<file path="src/rtl/mio_pkg.sv">
// Shared definitions for the MIO bus responder: address map, decoded regions and FSM states.
package mio_pkg;

    localparam logic [31:0] LED_ADDR = 32'hE000_0000;
    localparam logic [31:0] SW_ADDR  = 32'hF000_0000;
    localparam logic [31:0] CNT_ADDR = 32'hF000_0004;

    typedef enum logic [2:0] {
        RGN_NONE,
        RGN_RAM,
        RGN_LED,
        RGN_SW,
        RGN_CNT
    } region_t;

    typedef enum logic [1:0] {
        ST_IDLE,
        ST_ISSUE,
        ST_WAIT,
        ST_DONE
    } state_t;

    function automatic logic word_match(input logic [31:2] word_addr, input logic [31:0] base);
        return word_addr == base[31:2];
    endfunction

endpackage

</file>
<file path="src/rtl/mio_addr_decode.sv">
// Combinational CPU word-address decoder; anything outside the map falls to RGN_NONE.
module mio_addr_decode
    import mio_pkg::*;
#(
    parameter int RAM_AW = 10
) (
    input  logic [31:2] word_addr,
    output region_t     region
);

    always_comb begin
        region = RGN_NONE;
        if (word_addr[31:RAM_AW+2] == '0) begin
            region = RGN_RAM;
        end else if (word_match(word_addr, LED_ADDR)) begin
            region = RGN_LED;
        end else if (word_match(word_addr, SW_ADDR)) begin
            region = RGN_SW;
        end else if (word_match(word_addr, CNT_ADDR)) begin
            region = RGN_CNT;
        end
    end

endmodule

</file>
<file path="src/rtl/mio_bus_responder.sv">
// CPU-side MIO responder: sequences wait-stated RAM accesses and serves LED, switch and counter
// registers, handshaking with the CPU through mio_ready.
module mio_bus_responder
    import mio_pkg::*;
#(
    parameter int RAM_AW   = 10,
    parameter int RAM_WAIT = 1,
    parameter int LED_W    = 8,
    parameter int SW_W     = 16
) (
    input  logic              clk,
    input  logic              reset,
    input  logic              cpu_req,
    input  logic              cpu_we,
    input  logic [31:0]       cpu_addr,
    input  logic [31:0]       cpu_wdata,
    output logic [31:0]       cpu_rdata,
    output logic              mio_ready,
    output logic [RAM_AW-1:0] ram_addr,
    output logic [31:0]       ram_wdata,
    output logic              ram_we,
    input  logic [31:0]       ram_rdata,
    input  logic [SW_W-1:0]   sw_in,
    output logic [LED_W-1:0]  led_out
);

    localparam logic [2:0] WAIT_LAST = 3'(RAM_WAIT > 0 ? RAM_WAIT - 1 : 0);

    state_t          state, next_state;
    region_t         decoded_region, region;
    logic            is_write;
    logic [2:0]      wait_cnt;
    logic [31:0]     cnt;
    logic [SW_W-1:0] sw_meta, sw_sync;
    logic            accept, enter_done;
    logic [31:0]     read_value;
    logic            unused_byte_offset;

    assign unused_byte_offset = ^cpu_addr[1:0];

    mio_addr_decode #(.RAM_AW(RAM_AW)) u_decode (
        .word_addr(cpu_addr[31:2]),
        .region   (decoded_region)
    );

    // Only RAM reads need the wait state; a cpu_req still high in DONE starts afresh from IDLE.
    always_comb begin
        next_state = state;
        mio_ready  = 1'b0;
        accept     = 1'b0;
        unique case (state)
            ST_IDLE: begin
                mio_ready = !cpu_req;
                if (cpu_req) begin
                    accept     = 1'b1;
                    next_state = ST_ISSUE;
                end
            end
            ST_ISSUE: begin
                if (region == RGN_RAM && !is_write && RAM_WAIT > 0) next_state = ST_WAIT;
                else next_state = ST_DONE;
            end
            ST_WAIT: begin
                if (wait_cnt == '0) next_state = ST_DONE;
            end
            ST_DONE: begin
                mio_ready  = 1'b1;
                next_state = ST_IDLE;
            end
            default: next_state = ST_IDLE;
        endcase
    end

    assign enter_done = (next_state == ST_DONE) && (state != ST_DONE);

    always_comb begin
        read_value = '0;
        unique case (region)
            RGN_RAM: read_value = ram_rdata;
            RGN_LED: read_value = 32'(led_out);
            RGN_SW:  read_value = 32'(sw_sync);
            RGN_CNT: read_value = cnt;
            default: read_value = '0;
        endcase
    end

    always_ff @(posedge clk) begin
        if (reset) begin
            state    <= ST_IDLE;
            region   <= RGN_NONE;
            is_write <= 1'b0;
            wait_cnt <= '0;
            ram_addr <= '0;
            ram_wdata <= '0;
            ram_we   <= 1'b0;
        end else begin
            state  <= next_state;
            ram_we <= 1'b0;
            if (accept) begin
                region    <= decoded_region;
                is_write  <= cpu_we;
                ram_addr  <= cpu_addr[RAM_AW+1:2];
                ram_wdata <= cpu_wdata;
                ram_we    <= cpu_we && (decoded_region == RGN_RAM);
            end
            if (state == ST_ISSUE) wait_cnt <= WAIT_LAST;
            else if (state == ST_WAIT) wait_cnt <= wait_cnt - 3'd1;
        end
    end

    // Peripheral writes take the data latched at accept, so they land at the end of ISSUE.
    always_ff @(posedge clk) begin
        if (reset) begin
            cnt       <= '0;
            led_out   <= '0;
            cpu_rdata <= '0;
            sw_meta   <= '0;
            sw_sync   <= '0;
        end else begin
            sw_meta <= sw_in;
            sw_sync <= sw_meta;
            if (state == ST_ISSUE && is_write && region == RGN_CNT) cnt <= ram_wdata;
            else cnt <= cnt + 32'd1;
            if (state == ST_ISSUE && is_write && region == RGN_LED) led_out <= ram_wdata[LED_W-1:0];
            if (enter_done && !is_write) cpu_rdata <= read_value;
        end
    end

endmodule

</file>
<file path="config.mk">
export PLATFORM = sky130hd
export DESIGN_NAME = mio_bus_responder
export DESIGN_NICKNAME = d
export VERILOG_FILES = /design/src/rtl/mio_pkg.sv /design/src/rtl/mio_addr_decode.sv /design/src/rtl/mio_bus_responder.sv
export SDC_FILE = /design/constraint.sdc
export NUM_CORES = 1
export LEC_CHECK = 0
export BUFFER_PORTS_ARGS = -buffer_cell sky130_fd_sc_hd__buf_2
export CORE_MARGIN = 1.5
export CORE_UTILIZATION = 30
export DETAILED_ROUTE_END_ITERATION = 10
export SYNTH_ARGS = -nofsm -noshare
export SYNTH_HDL_FRONTEND = slang
export SYNTH_SLANG_ARGS = --single-unit
</file>
<file path="constraint.sdc">
create_clock -name clk -period 3.85 [get_ports clk]
set_input_delay 0.385 -clock clk [delete_from_list [all_inputs] [get_ports clk]]
set_output_delay 0.385 -clock clk [all_outputs]
set_load 0.02 [all_outputs]
</file>
==> impl_metrics.tcl, run 1 <==
set metrics [dict create \
    fin_ws_ns 0.973 \
    crit_fanout 34 \
    via_per_inst 4.95 \
    cp_top_family "simple AND/OR/NAND/NOR gates" \
    grt_pass1_wl_um 31400 \
    end_kind "flip-flop" \
    die_area_um2 23400 \
    final_cell_area_um2 8430 \
    tns_ns 0 \
    ys_types 49 \
    routed_wl_um 20000 \
    hold_buffers 0 \
    cts_resized 0 \
    ant_nets 0 \
    num_vias 6133 \
    fin_nets 1069 \
    rsz0062_at_grt "false" \
    seq_area_um2 3120 \
    hp-class "in -> reg" \
    yosys.area.top_type_share_pct 46.4 \
    fin_cells 1238 \
    synthTopCellsByArea "dfxtp_1 46%, a21oi_1 6.5%, nand2_1 6.4%" \
    yosysWarnings 0 \
    ys_ff_latch 156 \
    dpl.cell_count 1206 \
    drv_slew 0 \
    synth-seq-area-share_pct 46.4 \
    first_global_vias 5719 \
    drc_errors 0 \
    worst_pin_slew_ns 1.19 \
    arrival_ns 3.20 \
    relSlewSlack_pct 20.5 \
    powerDensity_nw_per_um2 654 \
    coreArea_um2 21900 \
    post_dp_cell_area_um2 7860 \
    required_ns 4.18 \
    critPathBufInv 1 \
    netlist_instances 784 \
    gp_congestion 0.796 \
    cts_tree "yes" \
    slowest_stage "dfxtp_1" \
    die_width_um 153 \
    cts.sinks 156 \
    hold_viol_final 0 \
    rows 54 \
    dp_hpwl_um 14600 \
    drt_pass1_iterations 5 \
    die_h_um 153 \
    grt_max_degree 80 \
    post-cts-setup-buffer-count 0 \
    start_kind "flip-flop" \
    clkTransAtPathRegs_ns 0.07 \
    min_period_ns 2.88 \
    first_iter_violations 359 \
    area_growth_syn_to_layout_pct 25.3 \
    synth_area_um2 6730 \
    path_cells "or4b_1, a211o_1, buf_4, and2_1, a311oi_1" \
    drive_above_1_share_pct 26.0 \
    layout_common_cells "196 x buf_2, 156 x dfxtp_1, 113 x nand2_1, 87 x a21oi_1, 51 x nor2_1" \
    max_cap_violations 0 \
    fillers 2307 \
    path_class "reg -> reg" \
    cp_slowest_stage_delay_ns 0.72 \
    holdWs_ns 0.162 \
    num_io_pins 200 \
    cts.path.max_buffers 2 \
    overflow 0 \
    numCtsBuffers 17 \
    htreeDepth 4 \
    port_buffers 197 \
    irDropWorstVdd_v 0.000370 \
    layout_commonest_cell "buf_2" \
    diodes 0 \
    grt_usage_pct 17.0 \
    pre_cts_ws_ns 0.965 \
    fmax_mhz 348 \
    start_util_pct 30.8 \
    antenna_found_initial 0 \
    synth_top_cell_by_area "dfxtp_1" \
    multi_input_area_um2 3270 \
    p_leak_nw 3.30 \
    syn-num-nets 908 \
    root_buffer "clkbuf_16" \
    fin_skew_ns 0.0110 \
    syn_avg_cell_area_um2 8.59 \
    utilization_pct 38.5 \
    post_drt_wl_per_cell_um 16.1 \
    p_total_mw 5.52 \
    insertion_delay_ns 0.43 \
    outcome "complete, no violations" \
    finalSetupViolCount 0 \
    period_share_pct 74.7 \
]
==> final cells by class <==
type / instances / area share [%]
repair buffers: 207 / 12.6
well taps: 280 / 4.15
multi-input cells: 548 / 38.7
clock inverters: 15 / 1.78
flip-flops and latches: 156 / 37.0
clock buffers: 17 / 5.04
inverters: 15 / 0.668
==> metal layers <==
layer  GRT usage (%)  vias to the layer above  routed length, µm
met1            23.1                     2834               9780
met5               0                        -                  0
li1                -                     3123                  -
met2            26.9                      155               9080
met4            5.59                        0                336
met3            3.49                       21                797
==> final timing paths <==
path	start	to	slack, ns	cells after the start
worst max-delay path	region[0]	cpu_rdata[1]	0.97	5
worst min-delay path	sw_in[2]	sw_meta[2]	0.16	2
worst max register to register	region[0]	cpu_rdata[1]	0.97	5
worst min register to register	sw_meta[9]	sw_sync[9]	0.43	1
==> cells in the mapped netlist, drive strengths merged <==
cell / count
dfxtp: 156
nand2: 115
a21oi: 87
clkbuf: 52
nor2: 51
a211oi: 40
nor2b: 33
mux2i: 32
nand3: 22
a22oi: 16
a311oi: 16
nor4: 16
inv: 15
buf: 12
nand4: 11
nor3: 11
xnor2: 11
nand2b: 9
o21ai: 9
or4: 9
ha: 8
and3: 7
o31ai: 5
and2: 4
and4: 4
o211ai: 4
or3: 4
a31oi: 3
o2111ai: 3
o21a: 3
xor2: 3
a2111oi: 2
nand4b: 2
a211o: 1
a31o: 1
a32oi: 1
dlymetal6s2s: 1
nand3b: 1
nor3b: 1
or2: 1
or3b: 1
or4b: 1
==> where the power goes <==
part           leakage [nW]  internal [mW]  switching (mW)
logic                  1.75          0.605            1.18
clock network         0.275          0.864           0.760
registers              1.28           1.92           0.195
total                  3.30           3.39            2.13
==> registers in the layout, indices dropped and copies added (netlist names) <==
name and cells:
cnt 32, cpu_rdata 32, is_write 1, led_out 8, ram_addr 10, ram_wdata 32
ram_we 1, region 3, state 2, sw_meta 16, sw_sync 16, wait_cnt 3
==> cells by family (layout without fill, tap and decap cells) <==
kind of cell	count (synthesis)	in the layout	synth area share, %
AO/OA/AOI/OAI	191	191	18.1
adder cells (fa/ha/maj)	8	8	1.49
buffers and inverters	80	254	5.30
multiplexers	32	32	4.76
flip-flops	156	156	46.4
XOR/XNOR	14	14	1.82
AND/OR/NAND/NOR	303	303	22.1
No activity file was read; power rests on OpenSTA's default activity.
==> run 2: changes to the inputs <==
--- a/config.mk
+++ b/config.mk
@@ -5,6 +5,7 @@
 export SDC_FILE = /design/constraint.sdc
 export NUM_CORES = 1
 export LEC_CHECK = 0
+export ABC_AREA = 1
 export BUFFER_PORTS_ARGS = -buffer_cell sky130_fd_sc_hd__buf_2
 export CORE_MARGIN = 1.5
 export CORE_UTILIZATION = 30
==> constraint.sdc (replaced) <==
create_clock -name clk -period 2.9 [get_ports clk]
set_input_delay 0.29 -clock clk [delete_from_list [all_inputs] [get_ports clk]]
set_output_delay 0.29 -clock clk [all_outputs]
set_load 0.02 [all_outputs]
==> run 2 against run 1 <==
Net effect: count of clock-buffer cells in the layout grew 5; total power grew 34%; clock power grew 38%; routed wire length grew 15%; setup slack lost 0.20 ns; critical endpoint is now cpu_rdata[18]; first-iteration DRC count grew 11%; combinational power grew 37%; die area grew 10%; sequential power grew 30%; clock skew shrank 0.0013 ns; design area grew 9.7%; core utilization shrank 0.47 points.
==> impl_metrics.tcl, run 2 <==
set metrics [dict create \
    fin_nets 1419 \
    die_width_um 160 \
    drv_slew 0 \
    top_regs "cnt (32), cpu_rdata (32), ram_wdata (32)" \
    p_leak_nw 4.55 \
    max_cap_violations 0 \
    rsz0062_at_grt "false" \
    drc_errors 0 \
    fin_ws_ns 0.769 \
    first_global_vias 6893 \
    switchingPower_mw 2.79 \
    ys_types 36 \
    synth_ff_type "dfxtp_1" \
    end_kind "flip-flop" \
    pre_cts_ws_ns 0.795 \
    min_period_ns 2.13 \
    cts.path.max_buffers 2 \
    layout_commonest_cell "nor2_1" \
    synth_edf_count 0 \
    syn-num-nets 1249 \
    final_cell_area_um2 9260 \
    finalSetupViolCount 0 \
    drive_above_1_share_pct 19.5 \
    num_vias 7323 \
    reg2reg_depth 9 \
    synth-async-reset-ratio_pct 0 \
    crit_start "region[1]" \
    diodes 0 \
    period_share_pct 73.5 \
    synthTopCellsByArea "dfxtp_1 42%, nor2_1 14%, nand2_1 9.1%" \
    r2r_slack_ns 0.77 \
    drt_pass1_iterations 4 \
    fmax_mhz 469 \
    clkTransAtPathRegs_ns 0.06 \
    port_buffers 197 \
    antenna_found_initial 1 \
    area_growth_syn_to_layout_pct 24.5 \
    cts.sinks 156 \
    combPwrFrac_pct 32.8 \
    hold_viol_final 0 \
    fillers 2635 \
    first_iter_violations 397 \
    synth_most_common_cell "nor2_1" \
    gp_congestion 0.898 \
    ys_ff_latch 156 \
    insertion_delay_ns 0.43 \
    grt_max_degree 63 \
    p_seq_share_pct 37.0 \
    die_h_um 160 \
    r2r-start "region[1]" \
    start_kind "flip-flop" \
    synth_area_um2 7430 \
    yosysWarnings 0 \
    relSlewSlack_pct 59.8 \
    holdWs_ns 0.0693 \
    routed_wl_um 23000 \
    post-cts-setup-buffer-count 0 \
    outcome "complete, no violations" \
    syn_avg_cell_area_um2 6.61 \
    hp-class "in -> reg" \
    arrival_ns 2.49 \
    rows 57 \
    hold_buffers 0 \
    numCtsBuffers 17 \
    crit_fanout 35 \
    grt_usage_pct 18.2 \
    num_io_pins 200 \
    cts_resized 0 \
    layout_common_cells "287 x nor2_1, 197 x buf_2, 180 x nand2_1, 168 x inv_1, 156 x dfxtp_1" \
    clkPwrFrac_pct 30.2 \
    required_ns 3.26 \
    regToRegEndpoint "cpu_rdata[18]" \
    switching_share_pct 37.7 \
    via_per_inst 4.49 \
    dp_hpwl_um 17500 \
    htreeDepth 4 \
    ant_nets 0 \
    p_int_mw 4.62 \
    overflow 0 \
    die_area_um2 25700 \
    cts_tree "yes" \
    synth-seq-area-share_pct 42.0 \
    grt_pass1_wl_um 36700 \
    powerDensity_nw_per_um2 800 \
    path_class "reg -> reg" \
    post_drt_wl_per_cell_um 14.1 \
    netlist_instances 1125 \
    synth_top_cell_by_area "dfxtp_1" \
    start_util_pct 30.6 \
    yosys.area.top_type_share_pct 42.0 \
    root_buffer "clkbuf_16" \
    fin_skew_ns 0.00971 \
    coreArea_um2 24300 \
    synth.cells.most_frequent "287 x nor2_1, 180 x nand2_1, 169 x inv_1" \
    worst_pin_slew_ns 0.602 \
    tns_ns 0 \
    worstSetupEndpoint "cpu_rdata[18]" \
    irDropWorstVdd_v 0.000369 \
    post_dp_cell_area_um2 8670 \
]
## run 2: cell types whose count changed after synthesis, moves of 33 or more
cell and delta:
a211oi_1 -38, a21oi_1 -66, inv_1 +154, nand2_1 +65, nand4_1 +39, nor2_1 +236
nor2b_1 -33, o21ai_0 +71
## run 2: area by class of cell
cell class	count	area, µm²	share of cell area [%]
flip-flops and latches	156	3120	33.7
well taps	324	405	4.38
repair buffers	208	1090	11.8
inverters	174	656	7.08
multi-input cells	738	3390	36.6
clock buffers	22	474	5.12
clock inverters	9	111	1.20
## run 2: cell families after synthesis
logic type               after synthesis  synth area share (%)
AO/OA/AOI/OAI                        134                  9.64
adder cells (fa/ha/maj)                8                  1.35
buffers and inverters                231                  12.4
AND/OR/NAND/NOR                      588                  33.7
flip-flops                           156                  42.0
XOR/XNOR                               8                 0.943
## run 2: power groups by stage
stage                     Sequential (mW)  Clock [mW]  Combinational [mW]
after floorplan                      3.04           0                1.45
after global placement               2.77           0                2.41
after detailed placement             2.79           0                2.43
after CTS                            2.74        2.28                2.45
after global routing                 2.78        2.38                2.78
final                                2.74        2.24                2.43
## run 2: how the worst min path moves through the flow
stage,start,end,slack (ns),depth (start not counted)
finish,sw_in[3],sw_meta[3],0.07,3
global route,sw_in[5],sw_meta[5],0.07,3
CTS,sw_in[3],sw_meta[3],0.06,3
detailed placement,sw_meta[13],sw_sync[13],0.40,2
global placement,sw_meta[5],sw_sync[5],0.40,2
floorplan,sw_meta[0],sw_sync[0],0.39,2
## run 2: through the flow
step	cells	power (mW)	util [%]
floorplan	1125	4.49	-
detailed placement	1600	5.22	35.6
global route	1631	7.94	38.1
global placement	1600	5.19	35.6
finish	1631	7.41	38.1
CTS	1631	7.48	38.1
## run 2: critical path, cell delays in order, from the launching register on
cell     delay [ns]
dfxtp_1        0.64
inv_2          0.25
nand3_2        0.12
nand2_1        0.07
nand3_2        0.09
nand3_4        0.27
buf_4          0.36
nand2_1        0.09
nand2_1        0.05
nor2_1         0.11
## run 2: per-layer routing
layer	wire (µm)	track usage, %	up-vias	part of all wire [%]
met5	12	0	-	0.052
met4	532	6.12	2	2.3
met3	1360	4.70	33	5.9
met2	10000	28.0	207	44
met1	11100	24.7	3233	48
li1	-	-	3848	-
==> run 3: changes to the inputs <==
==> constraint.sdc (replaced) <==
create_clock -name clk -period 2.1 [get_ports clk]
set_input_delay 0.21 -clock clk [delete_from_list [all_inputs] [get_ports clk]]
set_output_delay 0.21 -clock clk [all_outputs]
set_load 0.02 [all_outputs]
==> run 3 against run 2 <==
Net effect: global-route usage decreased by 0.16 points; setup slack got worse by 0.57 ns; non-clock buffer count increased by 22; clock skew decreased by 0.0016 ns; core utilization increased by 1.0 points; hold slack got worse by 0.044 ns; critical path depth unchanged; sequential share of layout area decreased by 0.90 points; critical path type unchanged.
==> impl_metrics.tcl, run 3 (synthesis results as in run 2) <==
set metrics [dict create \
    switchingPower_mw 3.98 \
    htreeDepth 4 \
    p_int_mw 6.37 \
    layout_common_cells "287 x nor2_1, 197 x buf_2, 180 x nand2_1, 168 x inv_1, 156 x dfxtp_1" \
    end_kind "flip-flop" \
    diodes 0 \
    drv_slew 0 \
    clkTransAtPathRegs_ns 0.07 \
    rsz0062_at_grt "false" \
    finalSetupViolCount 0 \
    area_growth_syn_to_layout_pct 27.9 \
    combPwrFrac_pct 33.9 \
    insertion_delay_ns 0.43 \
    final_cell_area_um2 9510 \
    numCtsBuffers 17 \
    fmax_mhz 527 \
    grt_max_degree 95 \
    hold_viol_final 0 \
    dp_hpwl_um 17400 \
    p_seq_share_pct 36.5 \
    num_io_pins 200 \
    fin_skew_ns 0.00814 \
    p_leak_nw 4.67 \
    min_period_ns 1.90 \
    layout_commonest_cell "nor2_1" \
    fin_cells 1655 \
    tns_ns 0 \
    path_class "reg -> reg" \
    hp-class "in -> reg" \
    first_iter_violations 343 \
    powerDensity_nw_per_um2 1090 \
    clkPwrFrac_pct 29.6 \
    ant_nets 0 \
    post_dp_cell_area_um2 8750 \
    port_buffers 197 \
    grt_pass1_wl_um 36500 \
    num_vias 7421 \
    drt_pass1_iterations 5 \
    cts.sinks 156 \
    required_ns 2.47 \
    fin_nets 1442 \
    grt_usage_pct 18.0 \
    drive_above_1_share_pct 20.0 \
    period_share_pct 90.4 \
    post_drt_wl_per_cell_um 13.9 \
    r2r_slack_ns 0.20 \
    rows 57 \
    die_h_um 160 \
    first_global_vias 6910 \
    fillers 2604 \
    top_regs "cnt (32), cpu_rdata (32), ram_wdata (32)" \
    dpl.cell_count 1606 \
    drc_errors 0 \
    irDropWorstVdd_v 0.000616 \
    cts.path.max_buffers 2 \
    p_total_mw 10.3 \
    routed_wl_um 23100 \
    utilization_pct 39.1 \
    switching_share_pct 38.5 \
    cts_tree "yes" \
    outcome "complete, no violations" \
    start_kind "flip-flop" \
    die_width_um 160 \
    gp_congestion 0.943 \
    coreArea_um2 24300 \
    min_from "cpu_wdata[7]" \
    crit_fanout 33 \
    start_util_pct 30.6 \
    crit_start "state[0]" \
    r2r-start "state[0]" \
    via_per_inst 4.48 \
    max_cap_violations 0 \
    arrival_ns 2.27 \
    die_area_um2 25700 \
    antenna_found_initial 0 \
    root_buffer "clkbuf_16" \
    worst_pin_slew_ns 0.372 \
    overflow 0 \
    relSlewSlack_pct 75.2 \
]
[run 3: worst max-delay path, stage by stage (launching register included)]
cell     delay [ns]
dfxtp_1        0.38
inv_1          0.11
ha_1           0.32
inv_1          0.07
nor3_2         0.28
nand3_4        0.24
buf_12         0.23
nand2_1        0.06
nand2_1        0.04
nor2_1         0.10
[run 3: area by class of cell]
class | count | area [µm²] | share of cell area, %
Clock buffer | 19 | 453 | 4.76
Clock inverter | 13 | 128 | 1.34
Inverter | 174 | 656 | 6.90
Multi-Input combinational cell | 739 | 3410 | 35.8
Sequential cell | 156 | 3120 | 32.8
Tap cell | 324 | 405 | 4.26
Timing Repair Buffer | 230 | 1340 | 14.1
[run 3: timing repair]
item                       4_1_cts  5_1_grt
hold buffers                    16        0
setup endpoints to repair        0       30
buffers inserted                 0        0
hold endpoints to repair        16        0
gates resized for setup          0        1
[run 3: worst paths after layout]
kind	end	cells after the start
max	cpu_rdata[30]	9
min	ram_wdata[7]	3
max reg2reg	cpu_rdata[30]	9
min reg2reg	sw_sync[7]	2
[run 3: power groups by stage]
stage / Sequential, mW / Combinational, mW / Clock, mW
finish: 3.78 / 3.50 / 3.06
global route: 3.84 / 3.98 / 3.27
CTS: 3.78 / 3.48 / 3.13
detailed placement: 3.85 / 3.44 / 0
global placement: 3.83 / 3.40 / 0
floorplan: 4.20 / 2.00 / 0
[run 3: per-layer routing]
metal	vias to the layer above	track usage (%)	share of wire, %
met2	205	28.2	44
li1	3899	-	-
met4	0	5.40	1.7
met5	-	0	0
met3	27	4.98	6.2
met1	3290	24.1	48
[run 3: stage by stage]
stage               hold slack, ns  worst slack (ns)
CTS                         0.0138            0.0582
global route                0.0228            0.0190
detailed placement           0.398            0.0721
floorplan                    0.317             0.475
finish                      0.0248             0.201
global placement             0.397             0.151
